File: src/rtl/water_supply_arbiter_pkg.sv
// Shared types for the water-inlet arbiter: FSM state encoding and counter sizing helper.
package water_supply_arbiter_pkg;

  typedef enum logic [1:0] {
    ARB_IDLE    = 2'd0,
    ARB_FILL    = 2'd1,
    ARB_SUSPEND = 2'd2,
    ARB_RELEASE = 2'd3
  } arb_state_t;

  // One tick strobe equals one machine-timer time unit.
  localparam int TICKS_PER_UNIT = 1;

  function automatic int cnt_width(input int max_val);
    return (max_val < 1) ? 1 : $clog2(max_val + 1);
  endfunction

endpackage

File: src/rtl/water_supply_arbiter_rr_picker.sv
// Combinational round-robin picker: first set request strictly after i_ptr, wrapping.
// Zero latency; o_vld low when no request is set.
module water_supply_arbiter_rr_picker
  import water_supply_arbiter_pkg::*;
#(
  parameter int N  = 4,
  parameter int IW = $clog2(N)
) (
  input  logic [N-1:0]  i_req,
  input  logic [IW-1:0] i_ptr,
  output logic [N-1:0]  o_gnt,
  output logic [IW-1:0] o_idx,
  output logic          o_vld
);

  int          w_sum;
  logic [IW-1:0] w_cand;

  always_comb begin
    o_gnt  = '0;
    o_idx  = '0;
    o_vld  = 1'b0;
    w_sum  = 0;
    w_cand = '0;
    for (int i = 1; i <= N; i++) begin
      w_sum = int'(i_ptr) + i;
      if (w_sum >= N) w_sum = w_sum - N;
      w_cand = IW'(w_sum);
      if (!o_vld && i_req[w_cand]) begin
        o_vld         = 1'b1;
        o_gnt[w_cand] = 1'b1;
        o_idx         = w_cand;
      end
    end
  end

endmodule

File: src/rtl/water_supply_arbiter.sv
// Shares one inlet valve among machines: round-robin grant, tick-based hold limit, supply suspend.
// Grant/valve appear one cycle after a sampled request; every grant is followed by a 2-cycle closed gap.
module water_supply_arbiter
  import water_supply_arbiter_pkg::*;
#(
  parameter int NUM_MACHINES   = 4,
  parameter int MAX_HOLD_TICKS = 60
) (
  input  logic                    i_clk,
  input  logic                    i_rst_n,
  input  logic                    i_tick,
  input  logic                    i_supply_ok,
  input  logic [NUM_MACHINES-1:0] i_fill_req,
  input  logic [NUM_MACHINES-1:0] i_fill_done,
  input  logic                    i_clr_err,
  output logic [NUM_MACHINES-1:0] o_fill_gnt,
  output logic                    o_valve_open,
  output logic [NUM_MACHINES-1:0] o_timeout_err,
  output logic                    o_busy
);

  localparam int IW = $clog2(NUM_MACHINES);
  localparam int HW = cnt_width(MAX_HOLD_TICKS);
  localparam logic [HW-1:0] HOLD_LIMIT = HW'(MAX_HOLD_TICKS);

  arb_state_t              r_state, w_state_nxt;
  logic [NUM_MACHINES-1:0] r_gnt, w_gnt_nxt;
  logic [NUM_MACHINES-1:0] r_err, w_err_nxt;
  logic [HW-1:0]           r_hold, w_hold_nxt;
  logic [IW-1:0]           r_ptr, w_ptr_nxt;
  logic                    r_valve, w_valve_nxt;
  logic                    r_busy;

  logic [NUM_MACHINES-1:0] w_elig;
  logic [NUM_MACHINES-1:0] w_pick_gnt;
  logic [IW-1:0]           w_pick_idx;
  logic                    w_pick_vld;
  logic                    w_g_done;
  logic                    w_g_drop;
  logic [HW-1:0]           w_hold_inc;
  logic                    w_expire;

  assign w_elig = i_fill_req & ~r_err;

  water_supply_arbiter_rr_picker #(
    .N  (NUM_MACHINES),
    .IW (IW)
  ) u_picker (
    .i_req (w_elig),
    .i_ptr (r_ptr),
    .o_gnt (w_pick_gnt),
    .o_idx (w_pick_idx),
    .o_vld (w_pick_vld)
  );

  // Completion is judged only against the current grant, so stray done pulses are ignored.
  assign w_g_done   = |(i_fill_done & r_gnt);
  assign w_g_drop   = ~|(i_fill_req & r_gnt);
  assign w_hold_inc = r_hold + HW'(i_tick);
  assign w_expire   = i_tick && (w_hold_inc == HOLD_LIMIT);

  always_comb begin
    w_state_nxt = r_state;
    w_gnt_nxt   = r_gnt;
    w_hold_nxt  = r_hold;
    w_ptr_nxt   = r_ptr;
    w_valve_nxt = 1'b0;
    w_err_nxt   = i_clr_err ? '0 : r_err;
    case (r_state)
      ARB_IDLE: begin
        w_gnt_nxt  = '0;
        w_hold_nxt = '0;
        if (w_pick_vld && i_supply_ok) begin
          w_state_nxt = ARB_FILL;
          w_gnt_nxt   = w_pick_gnt;
          w_ptr_nxt   = w_pick_idx;
          w_valve_nxt = 1'b1;
        end
      end
      ARB_FILL: begin
        w_hold_nxt  = w_hold_inc;
        w_valve_nxt = 1'b1;
        if (w_g_done || w_g_drop) begin
          w_state_nxt = ARB_RELEASE;
          w_gnt_nxt   = '0;
          w_valve_nxt = 1'b0;
        end else if (w_expire) begin
          // A fresh timeout survives a coincident clear.
          w_state_nxt = ARB_RELEASE;
          w_gnt_nxt   = '0;
          w_valve_nxt = 1'b0;
          w_err_nxt   = w_err_nxt | r_gnt;
        end else if (!i_supply_ok) begin
          w_state_nxt = ARB_SUSPEND;
          w_valve_nxt = 1'b0;
        end
      end
      ARB_SUSPEND: begin
        if (w_g_done || w_g_drop) begin
          w_state_nxt = ARB_RELEASE;
          w_gnt_nxt   = '0;
        end else if (i_supply_ok) begin
          w_state_nxt = ARB_FILL;
          w_valve_nxt = 1'b1;
        end
      end
      ARB_RELEASE: begin
        w_state_nxt = ARB_IDLE;
        w_gnt_nxt   = '0;
        w_hold_nxt  = '0;
      end
      default: begin
        w_state_nxt = ARB_IDLE;
        w_gnt_nxt   = '0;
        w_hold_nxt  = '0;
      end
    endcase
  end

  always_ff @(posedge i_clk or negedge i_rst_n) begin
    if (!i_rst_n) begin
      r_state <= ARB_IDLE;
      r_gnt   <= '0;
      r_err   <= '0;
      r_hold  <= '0;
      r_ptr   <= IW'(NUM_MACHINES - 1);
      r_valve <= 1'b0;
      r_busy  <= 1'b0;
    end else begin
      r_state <= w_state_nxt;
      r_gnt   <= w_gnt_nxt;
      r_err   <= w_err_nxt;
      r_hold  <= w_hold_nxt;
      r_ptr   <= w_ptr_nxt;
      r_valve <= w_valve_nxt;
      r_busy  <= (w_state_nxt != ARB_IDLE);
    end
  end

  assign o_fill_gnt    = r_gnt;
  assign o_valve_open  = r_valve;
  assign o_timeout_err = r_err;
  assign o_busy        = r_busy;

endmodule

File: config.mk
export PLATFORM = sky130hd
export DESIGN_NAME = water_supply_arbiter
export DESIGN_NICKNAME = d
export VERILOG_FILES = /design/src/rtl/water_supply_arbiter_pkg.sv /design/src/rtl/water_supply_arbiter_rr_picker.sv /design/src/rtl/water_supply_arbiter.sv
export SDC_FILE = /design/constraint.sdc
export NUM_CORES = 1
export LEC_CHECK = 0
export CORE_MARGIN = 4
export CORE_UTILIZATION = 47
export CTS_BUF_LIST = sky130_fd_sc_hd__clkbuf_8
export CTS_CLUSTER_DIAMETER = 120
export DETAILED_ROUTE_END_ITERATION = 7
export GPL_TIMING_DRIVEN = 0
export PLACE_DENSITY = 0.66
export RECOVER_POWER = 50
export SETUP_SLACK_MARGIN = 0.2
export SLEW_MARGIN = 10
export SYNTH_ARGS = -nofsm -noshare
export SYNTH_HDL_FRONTEND = slang
export SYNTH_HIERARCHICAL = 1
export SYNTH_SLANG_ARGS = --single-unit
File: constraint.sdc
create_clock -name i_clk -period 4.3 [get_ports i_clk]
set_input_delay 0.43 -clock i_clk [delete_from_list [all_inputs] [get_ports i_clk]]
set_output_delay 0.43 -clock i_clk [all_outputs]
set_load 0.1 [all_outputs]
==> impl_metrics.py <==
metrics = {
    "outcome": {
        "status": "complete, no violations",
    },
    "finish": {
        "drive_gt1_frac": 0.1308,
        "diodes": 0,
        "nFillCells": 286,
        "stdcell_area_um2": 2063,
        "nets": 244,
        "area_growth_syn_to_layout_pct": 20.37,
    },
    "clock_network": {
        "clk_path_buf_depth": 2,
        "clk_pin_slew_ns": 0.07,
        "cts_resized": 0,
        "root_buffer": "clkbuf_8",
        "cts_buffers": 3,
        "insertion_delay_ns": 0.26,
        "cts_hold_buf": 0,
        "cts_tree": "done",
        "cts.sinks": 20,
        "cts_setup_buffers": 0,
        "htree_num_levels": 1,
    },
    "placement": {
        "place.gp.congestion": 0.9002,
        "dpl_cell_area_um2": 1992,
        "dpl.hpwl_um": 2935,
        "port_buffers": 22,
    },
    "drt": {
        "postRouteAntennaNets": 0,
        "viasPerCell": 5.815,
        "detail_route.wirelength_um": 3867,
        "initialDrtViolationCount": 85,
        "wl_per_cell_um": 14.87,
        "via_count": 1512,
        "drc": 0,
        "dr.pass1.iters": 4,
    },
    "sta": {
        "fmax_ghz": 0.4126,
        "fin_crit_sh": 0.5636,
        "drv_slew": 0,
        "hold_violations": 0,
        "fin_worst_skew_ns": 0.008048,
        "finalSetupTns_ns": 0,
        "fin_crit_ns": 2.424,
        "grt_setup_unrepaired": "false",
        "worst_pin_slew_ns": 0.9703,
        "relSlewSlack": 0.3511,
        "setup_viol": 0,
    },
    "floorplan": {
        "die_y_um": 68.39,
        "die_x_um": 68.39,
        "ios": 23,
        "rows": 21,
        "core_area_um2": 3416,
        "start_util": 0.5018,
        "dieArea_um2": 4677,
    },
    "grt": {
        "grt_pass1_vias": 1416,
        "grt_max_degree": 21,
        "track_usage": 0.1783,
        "grt_first_pass_wirelength_um": 6396,
        "antenna_found_initial": 0,
        "grt-ovfl-total": 0,
    },
    "synthesis": {
        "yosysUniqueCellTypes": 56,
        "synth_area_um2": 1714,
        "seq_area_frac_synth": 0.2934,
        "ys.flop_type": "dfrtp_1",
        "syn-num-nets": 217,
        "synth-edff-count": 0,
        "postSynth.asyncResetShare": 1.000,
        "yosysTopAreaCellShare": 0.2628,
        "yosysMostFrequentCell": "nand2_1",
        "netlist_top_cells_area": "dfrtp_1 26%, ha_1 12%, nand2_1 5.7%",
        "avgSynthCellArea_um2": 9.118,
        "synthCells": 188,
        "ys_ff_latch": 20,
        "yosys_warnings": 6,
        "yosys-top-cells-count": "26 x nand2_1, 18 x dfrtp_1, 16 x ha_1",
        "synth_area_leader_cell": "dfrtp_1",
    },
    "critical_path": {
        "arrival_ns": 2.61,
        "cp.required_ns": 4.48,
        "max_stage_delay_ns": 0.48,
        "reg2reg_slack_ns": 1.97,
        "critPathKind": "in2reg",
        "cp_max_fo": 8,
        "crit_chain": "clkdlybuf4s50_1 > nor2b_1 > mux4_2 > a21oi_2 > nor3_1 > nor2_2 > o31a_1 > mux2_2",
        "cp_slowest_cell": "clkdlybuf4s50_1",
        "worstSetupEndpointType": "flop",
        "cp-start-kind": "input pin",
    },
    "power": {
        "power_per_cell_area_nw_per_um2": 601.8,
        "power_leakage_nw": 0.8732,
        "irDropWorstVdd_v": 0.0003733,
    },
    "run": {
        "cap_violations": 0,
    },
    "min_path": {
        "hold_class": "reg2reg",
    },
}
[metal layers]
layer	GRT usage	up-vias	part of all wire
li1	-	736	-
met3	0.03120	2	0.070
met1	0.2609	728	0.48
met5	0	-	0
met2	0.2741	46	0.44
met4	0.03474	0	0.0021
[worst max-delay path, delay by kind of cell]
kind / cells / cell delay (ns)
simple gates: 3 / 0.76
compound gates: 2 / 0.20
buf+inv: 1 / 0.48
mux: 2 / 0.74
[area by class of cell]
class / count / area (um^2) / area share
sequential: 20 / 503.0 / 0.2438
tap: 46 / 57.56 / 0.02790
multi-input combinational: 147 / 1106 / 0.5361
timing repair buffer: 22 / 220.2 / 0.1067
clock buffer: 3 / 41.29 / 0.02001
buffer: 5 / 45.04 / 0.02183
inverter: 16 / 60.06 / 0.02911
clock inverter: 1 / 30.03 / 0.01455
[path summary, 6_finish.rpt]
kind,to,start,cells after the start
worst max register to register,o_fill_gnt[3],r_ptr[0],9
worst min-delay path,r_hold[0],r_hold[0],2
worst min register to register,r_hold[0],r_hold[0],2
worst max-delay path,r_ptr[0],i_fill_req[1],8
min in group asynchronous,o_timeout_err[3],i_rst_n,1
max in group asynchronous,r_hold[0],i_rst_n,1
[registers in the layout (all words and copies together) (netlist names)]
register	cells
o_fill_gnt	4
o_busy	1
r_ptr	2
o_timeout_err	4
r_hold	6
o_valve_open	1
r_state	2
[cells in the final DEF, fill, tap and decap left out, types with 4 or more instances in the layout]
master / instances
nor2_1: 9
a22o_1: 7
o21ai_1: 5
mux2i_1: 6
a221o_1: 4
a22oi_1: 4
nor2b_1: 5
dfrtp_1: 18
clkdlybuf4s50_1: 20
nand2b_1: 4
o21ai_0: 8
ha_1: 16
a21oi_1: 6
inv_1: 15
nand2_1: 26
[report_power, final]
| part | switching [W] | internal (W) | leakage (nW) |
|---|---|---|---|
| Combinational | 0.000448 | 0.000311 | 0.577 |
| Sequential | 0.0000610 | 0.000235 | 0.261 |
| Clock | 0.0000619 | 0.000124 | 0.0357 |
[through the flow]
stage | setup WS, ns | cells | hold slack, ns | utilization | total power [W]
6_report | 1.876 | 260 | 0.5106 | 0.6040 | 0.001242
5_1_grt | 1.741 | 260 | 0.5404 | 0.6040 | 0.001342
4_1_cts | 1.878 | 260 | 0.5112 | 0.6040 | 0.001246
3_5_place_dp | 1.630 | 256 | 0.4943 | 0.5832 | 0.001052
3_3_place_gp | 1.707 | 256 | 0.4818 | 0.5832 | 0.001029
2_1_floorplan | 1.811 | 188 | 0.1344 | - | 0.0008918
[logic make-up after synthesis]
group	after synthesis	synth area share
simple gates	62	0.1869
compound gates	56	0.2504
buf+inv	21	0.06131
flops	20	0.2934
fa+ha+maj	16	0.1168
mux	11	0.08102
xor+xnor	2	0.01022
Note: power is estimated with default switching activity, not from simulation.
